**config.mk**
```make
export PLATFORM = sky130hd
export DESIGN_NAME = address_sequencer
export DESIGN_NICKNAME = d
export VERILOG_FILES = /design/src/rtl/address_sequencer.sv
export SDC_FILE = /design/constraint.sdc
export NUM_CORES = 1
export LEC_CHECK = 0
export CAP_MARGIN = 20
export CORE_MARGIN = 10
export CORE_UTILIZATION = 57
export CTS_CLUSTER_SIZE = 20
export DETAILED_ROUTE_END_ITERATION = 7
export PLACE_DENSITY = 0.8
export SYNTH_ARGS = -nofsm -noshare
export SYNTH_HDL_FRONTEND = slang
export SYNTH_SLANG_ARGS = --single-unit
```
**constraint.sdc**
```tcl
create_clock -name clk -period 2.5 [get_ports clk]
set_clock_uncertainty 0.1 [all_clocks]
set_input_delay 0.5 -clock clk [delete_from_list [all_inputs] [get_ports clk]]
set_output_delay 0.5 -clock clk [all_outputs]
set_load 0.02 [all_outputs]
```
**src/rtl/address_sequencer.sv**
```systemverilog
// Purpose: 8-bit RAM address sequencer driven by step/write buttons, a preset load and a timed auto-scan.
// Latency: a button sampled high at edge k acts at edge k+2; the post-write auto-increment lands at edge k+4.
// Backpressure: none; events that arrive during WRITE/POST, or lose the same-cycle priority, are dropped.
module address_sequencer #(
  parameter int SCAN_DIV = 50_000_000,
  parameter int AUTO_INC = 1
) (
  input  logic       clk,
  input  logic       reset_n,
  input  logic       step_btn,
  input  logic       wr_btn,
  input  logic       load,
  input  logic [7:0] load_val,
  input  logic       scan_en,
  output logic [7:0] addr,
  output logic       we,
  output logic       at_end
);

  localparam int CW = (SCAN_DIV > 2) ? $clog2(SCAN_DIV) : 1;

  typedef enum logic [1:0] {IDLE, WRITE, POST} state_t;

  state_t          state, state_n;
  logic [1:0]      step_sync, wr_sync;
  logic            step_dly, wr_dly;
  logic            step_edge, wr_edge;
  logic [CW-1:0]   scan_cnt;
  logic            scan_tick;
  logic [7:0]      addr_n;

  // Bring the asynchronous buttons into the clk domain and keep a delayed copy for edge detection.
  always_ff @(posedge clk) begin
    if (!reset_n) begin
      step_sync <= 2'b00;
      wr_sync   <= 2'b00;
      step_dly  <= 1'b0;
      wr_dly    <= 1'b0;
    end else begin
      step_sync <= {step_sync[0], step_btn};
      wr_sync   <= {wr_sync[0], wr_btn};
      step_dly  <= step_sync[1];
      wr_dly    <= wr_sync[1];
    end
  end

  // A held button yields a single one-cycle edge pulse.
  assign step_edge = step_sync[1] & ~step_dly;
  assign wr_edge   = wr_sync[1] & ~wr_dly;

  // Free-running scan divider, parked at zero whenever auto-scan is off.
  always_ff @(posedge clk) begin
    if (!reset_n || !scan_en) begin
      scan_cnt <= '0;
    end else if (scan_tick) begin
      scan_cnt <= '0;
    end else begin
      scan_cnt <= scan_cnt + 1'b1;
    end
  end

  assign scan_tick = scan_en && (scan_cnt == CW'(SCAN_DIV - 1));

  // Next-state and next-address decode; in IDLE only the highest-priority event acts.
  always_comb begin
    state_n = state;
    addr_n  = addr;
    case (state)
      IDLE: begin
        if (load) begin
          addr_n = load_val;
        end else if (wr_edge) begin
          state_n = WRITE;
        end else if (step_edge) begin
          addr_n = addr + 8'd1;
        end else if (scan_tick) begin
          addr_n = addr + 8'd1;
        end
      end
      WRITE: begin
        // addr is held so the RAM captures data at the unchanged address.
        state_n = POST;
      end
      POST: begin
        state_n = IDLE;
        if (AUTO_INC == 1) begin
          addr_n = addr + 8'd1;
        end
      end
      default: begin
        state_n = IDLE;
      end
    endcase
  end

  // FSM state register.
  always_ff @(posedge clk) begin
    if (!reset_n) begin
      state <= IDLE;
    end else begin
      state <= state_n;
    end
  end

  // Registered outputs; at_end is derived from the next address so it moves with addr.
  always_ff @(posedge clk) begin
    if (!reset_n) begin
      addr   <= 8'h00;
      at_end <= 1'b0;
      we     <= 1'b0;
    end else begin
      addr   <= addr_n;
      at_end <= (addr_n == 8'hFF);
      we     <= (state_n == WRITE);
    end
  end

endmodule

```
==> results of run 1 <==
[per-layer routing]
metal | global-route usage | vias to the layer above | wire, um | part of all wire
met2 | 0.251 | 98 | 2670 | 0.45
met3 | 0.0440 | 10 | 440 | 0.075
met5 | 0 | - | 0 | 0
met4 | 0.0704 | 0 | 100 | 0.017
met1 | 0.215 | 1040 | 2690 | 0.46
li1 | - | 1108 | - | -
[timing repair]
| item | in CTS | in global routing |
|---|---|---|
| hold buffers | 0 | 0 |
| setup endpoints to repair | 0 | 2 |
| resized for setup | 0 | 1 |
[final cells by class]
type | count | area, um^2
clock buffers | 6 | 72.6
clock inverters | 2 | 35.0
fillers | 340 | 1180
inverters | 4 | 15.0
multi-input cells | 225 | 1480
flip-flops and latches | 44 | 881
well taps | 50 | 62.6
repair buffers | 40 | 358
[synthesized netlist by cell type, types with 7 or more instances]
cell type  count  area, um^2
nor2_1        38         143
nand3_1       14        70.1
and3_1         9        56.3
o21ai_0        7        35.0
clkbuf_1      11        41.3
and2_1        10        62.6
dfxtp_1       44         881
and4_1         8        70.1
xor2_1        16         140
nand2_1       20        75.1
nand4_1       10        62.6
a21oi_1        8        40.0
[registers in the layout, indices dropped and copies added, names as in the netlist]
register	count
step_sync	2
wr_sync	2
wr_dly	1
scan_cnt	26
step_dly	1
we	1
addr	8
state	2
at_end	1
[kinds of logic after synthesis]
group	count (synthesis)	synth area share
simple gates	148	0.342
compound gates	46	0.142
flops	44	0.361
xor+xnor	22	0.0789
buf+inv	19	0.0338
fa+ha+maj	2	0.0102
mux	7	0.0318
[through the flow]
| stage | TNS, ns | util |
|---|---|---|
| 6_report | 0 | 0.711 |
| 2_1_floorplan | 0 | - |
| 3_5_place_dp | -0.403 | 0.684 |
| 4_1_cts | 0 | 0.710 |
| 5_1_grt | 0 | 0.711 |
| 3_3_place_gp | -0.261 | 0.684 |
[critical path: stages]
cell	delay [ns]
clkdlybuf4s50_1	0.47
and4bb_1	0.24
and4_1	0.26
a21o_1	0.18
mux2_4	0.32
a2111oi_4	0.39
nor2b_1	0.09
[where the power goes]
part | switching [mW] | internal [mW] | total (mW) | leakage [nW]
sequential | 0.0262 | 0.717 | 0.743 | 0.357
combinational | 0.0946 | 0.0973 | 0.192 | 0.639
clock | 0.237 | 0.296 | 0.533 | 0.0552
total | 0.358 | 1.11 | 1.47 | 1.05
[worst paths after layout]
path / to / slack, ns / cells past startpoint / startpoint
worst max register to register: addr[5] / 0.14 / 7 / scan_cnt[0]
worst max-delay path: addr[5] / 0.13 / 7 / scan_en
worst min register to register: step_sync[1] / 0.34 / 1 / step_sync[0]
worst min-delay path: step_sync[1] / 0.34 / 1 / step_sync[0]
==> impl_metrics.ini, run 1 <==
[global_route]
grt_overflow_total = 0
grt_usage = 0.166
grt_antenna_before_repair = 0
grt_max_degree = 20
grt_pass1_vias = 2109
grt_first_pass_wirelength_mm = 10.1

[timing]
period_minus_slack_ns = 2.37
hold_viol_final = 0
slew_headroom = 0.654
timing.hold.ws_ns = 0.337
rsz0062_at_grt = false
worstMarginPinSlew_ns = 0.517
finalCritPeriodShare = 0.948
setup_ws_ns = 0.129
fmax_mhz = 422
maxSlewViolCount = 0
setup_viol = 0

[worst_hold_path]
hold_path.class = reg2reg

[place]
place_ws_ns = -0.205
gp_congestion = 0.973
dpl.cell_count = 363
io_buffers = 23
placed_area_um2 = 2800
dp_hpwl_mm = 4.45

[detailed_routing]
drc = 0
ant_nets = 0
vias = 2256
avgRoutedWirePerCell_um = 15.9
drt-total-wl_mm = 5.90
first_pass_iters = 5
viasPerCell = 6.08
drtIter0Drc = 243

[cts]
clkSinkCount = 44
cts_buffer_depth = 2
cts_root_buf = clkbuf_8
cts_made_buffers = 5
clk_latency_ns = 0.30
htreeDepth = 2
clk_pin_slew_ns = 0.08
cts_tree = built
postCtsSetupBuffers = 0

[final_layout]
fin_cells = 371
area_growth_pct = 18.9
final_layout_size_suffix_gt1_frac = 0.109
final_common_cell = dfxtp_1
final_cell_mix = 44 x dfxtp_1, 38 x nor2_1, 23 x clkdlybuf4s50_1, 20 x nand2_1, 17 x buf_4
num_antenna_cells = 0
layout.nets = 336
final_area_um2 = 2900

[worst_setup_path]
required_ns = 2.58
critPathCaptureType = flop
critPathLaunchType = input port
path_max_fanout = 3
crit_arrival_ns = 2.45
path_class = in2reg

[synthesis]
async_flop_share = 0
ys_seq_area_frac = 0.361
synth_edf_count = 0
ys_warn_count = 0
ys_seq_elements = 44
syn-num-nets = 304
synth_flop_cell = dfxtp_1
syn_area_per_cell_um2 = 8.48
syn_area_um2 = 2440
synthCells = 288
ys_types = 56

[floorplan]
die-width_um = 85.5
initial_utilization = 0.598
dieArea_um2 = 7300
coreArea_um2 = 4090
dieHeight_um = 85.5
num_rows = 23
io-pin-count = 24

[run_status]
outcome = finished clean

[power]
ir_drop_v = 0.000396
powerDensity_nw_per_um2 = 506
p_leak_nw = 1.05
total_power_mw = 1.47

[run]
drv_cap = 0
No activity file was read; power rests on OpenSTA's default activity.
==> run 2: changes to the inputs <==
Settings changed: CORE_UTILIZATION 57 to 50, PLACE_DENSITY 0.8 to 0.71, RECOVER_POWER set to 50.
==> run 2 against run 1 <==
Routed wire length is 0.32% lower. Power is 0.10% higher. Die area is 11% higher. Cell count is 4.9% higher. Largest cell class unchanged. Clock power is 1% higher. Combinational power is 3% lower. First-iteration DRC count is 14% lower. Global-route usage is 1.7 points lower.
==> impl_metrics.ini, run 2 (synthesis results as in run 1) <==
[worst_setup_path]
cp-endpoint = addr[5]
max_stage_delay_ns = 0.38
path_max_fanout = 4
critPathLaunchType = flop
worst-path-buf-inv = 0
crit_family = simple AND/OR/NAND/NOR gates
critPathCaptureType = flop
crit_start = scan_cnt[0]
reg2reg_slack_ns = 0.19
path_class = reg2reg
rr_worst_depth = 7
timing.rr.end = addr[5]
required_ns = 2.59
r2r_start = scan_cnt[0]
slowest_stage = a2111oi_4
path_depth = 7
path_cells = ha_1, and4_1, and4_4, a21o_1, mux2_4, a2111oi_4, nor2b_1
crit_arrival_ns = 2.40

[timing]
maxSlewViolCount = 0
finalCritPeriodShare = 0.922
timing.hold.ws_ns = 0.338
rsz0062_at_grt = false
hold_viol_final = 0
setup_viol = 0
period_minus_slack_ns = 2.31
worstMarginPinSlew_ns = 0.653
slew_headroom = 0.565
setup_ws_ns = 0.195
fmax_mhz = 434

[detailed_routing]
avgRoutedWirePerCell_um = 15.1
drtIter0Drc = 208
viasPerCell = 5.59
first_pass_iters = 4
vias = 2173
ant_nets = 0
drc = 0
drt-total-wl_mm = 5.88

[cts]
clkSinkCount = 44
cts-resized-gates = 0
cts_buffer_depth = 2
cts_tree = built
cts_hold_buf = 0
htreeDepth = 2
clk_latency_ns = 0.30
clk_pin_slew_ns = 0.08
postCtsSetupBuffers = 0
cts_made_buffers = 5
cts_root_buf = clkbuf_8

[floorplan]
coreArea_um2 = 4720
dieHeight_um = 89.9
initial_utilization = 0.517
num_rows = 25
dieArea_um2 = 8080
io-pin-count = 24
die-width_um = 89.9

[power]
powerDensity_nw_per_um2 = 502
total_power_mw = 1.47
p_leak_nw = 1.06
ir_drop_v = 0.000364

[global_route]
grt_antenna_before_repair = 0
grt_pass1_vias = 2045
grt_first_pass_wirelength_mm = 10.2
met2_usage = 0.209
use_met1 = 0.209
grt.busiest_layer = met2
grt_max_degree = 27
grt_usage = 0.149
grt_overflow_total = 0
met3_usage = 0.0399

[worst_hold_path]
hold_path.class = reg2reg

[run]
drv_cap = 0

[final_layout]
final_layout_size_suffix_gt1_frac = 0.106
final_common_cell = dfxtp_1
layout.nets = 337
largest_registers = scan_cnt x26, addr x8
num_antenna_cells = 0
largest_register_ff_count = 26
final_area_um2 = 2930
fillers = 437
regMostFlops = scan_cnt
area_growth_pct = 19.9
final_cell_mix = 44 x dfxtp_1, 38 x nor2_1, 20 x nand2_1, 20 x clkdlybuf4s50_1, 17 x buf_4

[place]
place_ws_ns = -0.109
io_buffers = 23
placed_area_um2 = 2820
gp_congestion = 0.913
dp_hpwl_mm = 4.40

[run_status]
outcome = finished clean
## run 2: cell types whose count changed in the layout (fill, tap and decap cells not counted), sizes merged
cell           previous run  this run
clkbuf                    6         7
clkdlybuf4s50            23        20
dlygate4sd3               0         3
## run 2: power breakdown
group / total (mW) / internal, mW / switching [mW]
registers: 0.743 / 0.716 / 0.0268
logic: 0.187 / 0.0957 / 0.0914
clock network: 0.539 / 0.297 / 0.243
total: 1.47 / 1.11 / 0.361
## run 2: worst min path at each step
stage,to,depth (start not counted),slack [ns],startpoint
CTS,wr_sync[1],1,0.35,wr_sync[0]
detailed placement,step_sync[1],1,0.32,step_sync[0]
finish,wr_sync[1],1,0.34,wr_sync[0]
global placement,step_sync[1],1,0.31,step_sync[0]
floorplan,step_sync[1],1,0.31,step_sync[0]
global route,wr_sync[1],1,0.35,wr_sync[0]
## run 2: cell type report
type	count	area, um^2	share of cell area
clock buffer	6	72.6	0.0248
sequential	44	881	0.301
clock inverter	2	35.0	0.0120
multi-input combinational	225	1480	0.505
tap	67	83.8	0.0286
timing repair buffer	41	362	0.124
inverter	4	15.0	0.00513
## run 2: stage by stage
step                      std cells  setup TNS [ns]   util
final                           389               0  0.620
after global placement          381          -0.184  0.598
after detailed placement        381          -0.217  0.598
after floorplan                 288               0      -
after global routing            389               0  0.620
after CTS                       389               0  0.621
## run 2: per-layer routing
metal | vias up | wire [um]
met5 | - | 0
met4 | 0 | 107
met3 | 10 | 322
met2 | 58 | 2540
met1 | 1000 | 2910
li1 | 1105 | -
==> run 3: changes to the inputs <==
Settings changed: PLACE_DENSITY 0.71 to 0.7.
==> run 3 against run 2 <==
Routed wire length rose by 1.4%. Critical endpoint is now at_end. Critical path type is now in2reg. Setup slack got worse by 0.061 ns. Largest power group unchanged. First-iteration DRC count rose by 16%. Utilization rose by 0.40 points.
==> impl_metrics.ini, run 3 (synthesis results as in run 1) <==
[cts]
postCtsSetupBuffers = 0
cts_hold_buf = 0
clkSinkCount = 44
clk_latency_ns = 0.30
cts-resized-gates = 0
cts_made_buffers = 5
cts_tree = built
clk_pin_slew_ns = 0.08
htreeDepth = 2
cts_buffer_depth = 2
cts_root_buf = clkbuf_8

[worst_hold_path]
hold_path.class = reg2reg
min_to = step_sync[1]
whs_path_depth = 1
hp-start = step_sync[0]

[power]
powerDensity_nw_per_um2 = 471
p_leak_nw = 1.07
ir_drop_v = 0.000514

[run_status]
outcome = finished clean

[global_route]
grt_antenna_before_repair = 0
grt_pass1_vias = 1966
grt_usage = 0.141
grt_first_pass_wirelength_mm = 9.88
grt_overflow_total = 0
grt_max_degree = 27

[final_layout]
regMostFlops = scan_cnt
largest_registers = scan_cnt x26, addr x8
layout.nets = 341
largest_register_ff_count = 26
multi_input_area_um2 = 1490
num_antenna_cells = 0
final_common_cell = dfxtp_1
final_layout_size_suffix_gt1_frac = 0.126
fin_cells = 393
seq_area_um2 = 881
fillers = 419
area_growth_pct = 20.6
final_cell_mix = 44 x dfxtp_1, 38 x nor2_1, 20 x nand2_1, 20 x buf_4, 17 x clkdlybuf4s50_1

[floorplan]
die-width_um = 89.9
num_rows = 25
initial_utilization = 0.517
io-pin-count = 24
dieHeight_um = 89.9
dieArea_um2 = 8080
coreArea_um2 = 4720

[detailed_routing]
drt-total-wl_mm = 5.97
drc = 0
viasPerCell = 5.71
drtIter0Drc = 242
first_pass_iters = 5
avgRoutedWirePerCell_um = 15.2
vias = 2244
ant_nets = 0

[worst_setup_path]
rr_worst_depth = 8
r2r_start = scan_cnt[0]
path_max_fanout = 3
path_class = in2reg
critPathCaptureType = flop
timing.rr.end = at_end
reg2reg_slack_ns = 0.16
required_ns = 2.57
critPathLaunchType = input port
crit_arrival_ns = 2.44

[timing]
fmax_mhz = 423
maxSlewViolCount = 0
rsz0062_at_grt = false
worstMarginPinSlew_ns = 0.645
setup_viol = 0
finalCritPeriodShare = 0.947
period_minus_slack_ns = 2.37
hold_viol_final = 0
setup_ws_ns = 0.134
slew_headroom = 0.570

[place]
dpl.cell_count = 385
io_buffers = 23
gp_congestion = 0.944
dp_hpwl_mm = 4.56
place_ws_ns = -0.189

[run]
drv_cap = 0
run 3: changes by cell type in the layout (fill, tap and decap cells not counted), sizes merged:
cell and delta:
inv +1, clkdlybuf4s50 -3, bufinv -1, clkinvlp +1
dlygate4sd3 +3, buf +3
run 3: critical path, cell delays in order:
cell             delay [ns]
clkdlybuf4s50_1        0.47
and4bb_1               0.25
and4_1                 0.26
a21o_1                 0.18
mux2_4                 0.32
a2111oi_4              0.38
nor4_2                 0.08
run 3: final cells by class:
| type | instances | share of cell area |
|---|---|---|
| Clock buffer | 5 | 0.0234 |
| Clock inverter | 3 | 0.00722 |
| Inverter | 4 | 0.00510 |
| Multi-Input combinational cell | 225 | 0.505 |
| Sequential cell | 44 | 0.299 |
| Tap cell | 67 | 0.0285 |
| Timing Repair Buffer | 45 | 0.132 |
run 3: metal layers:
layer | share of wire | up-vias | GRT usage
li1 | - | 1115 | -
met1 | 0.48 | 1038 | 0.202
met5 | 0 | - | 0
met3 | 0.065 | 8 | 0.0291
met2 | 0.44 | 83 | 0.209
met4 | 0.014 | 0 | 0.0358
run 3: how the worst max path moves through the flow:
stage                      startpoint     end  slack [ns]  cells past startpoint
after CTS                 scan_cnt[0]  at_end        0.10                      8
final                         scan_en  at_end        0.13                      7
after global placement        scan_en  at_end       -0.15                      7
after detailed placement      scan_en  at_end       -0.19                      7
after global routing          addr[0]  at_end        0.03                      7
after floorplan           scan_cnt[0]  at_end        0.29                      8
run 3: stage by stage:
stage	power [mW]	util	cell area, um^2	TNS, ns	hold slack [ns]
after floorplan	0.861	-	2440	0	0.312
after global placement	0.953	0.604	2850	-0.296	0.314
after detailed placement	0.955	0.604	2850	-0.371	0.322
after CTS	1.40	0.623	2940	0	0.342
after global routing	1.45	0.624	2950	0	0.369
final	1.39	0.624	2950	0	0.338
run 3: power by group:
part	total [mW]	switching (mW)	internal (mW)
Sequential	0.744	0.0278	0.717
Clock	0.451	0.253	0.198
Combinational	0.192	0.0928	0.0993
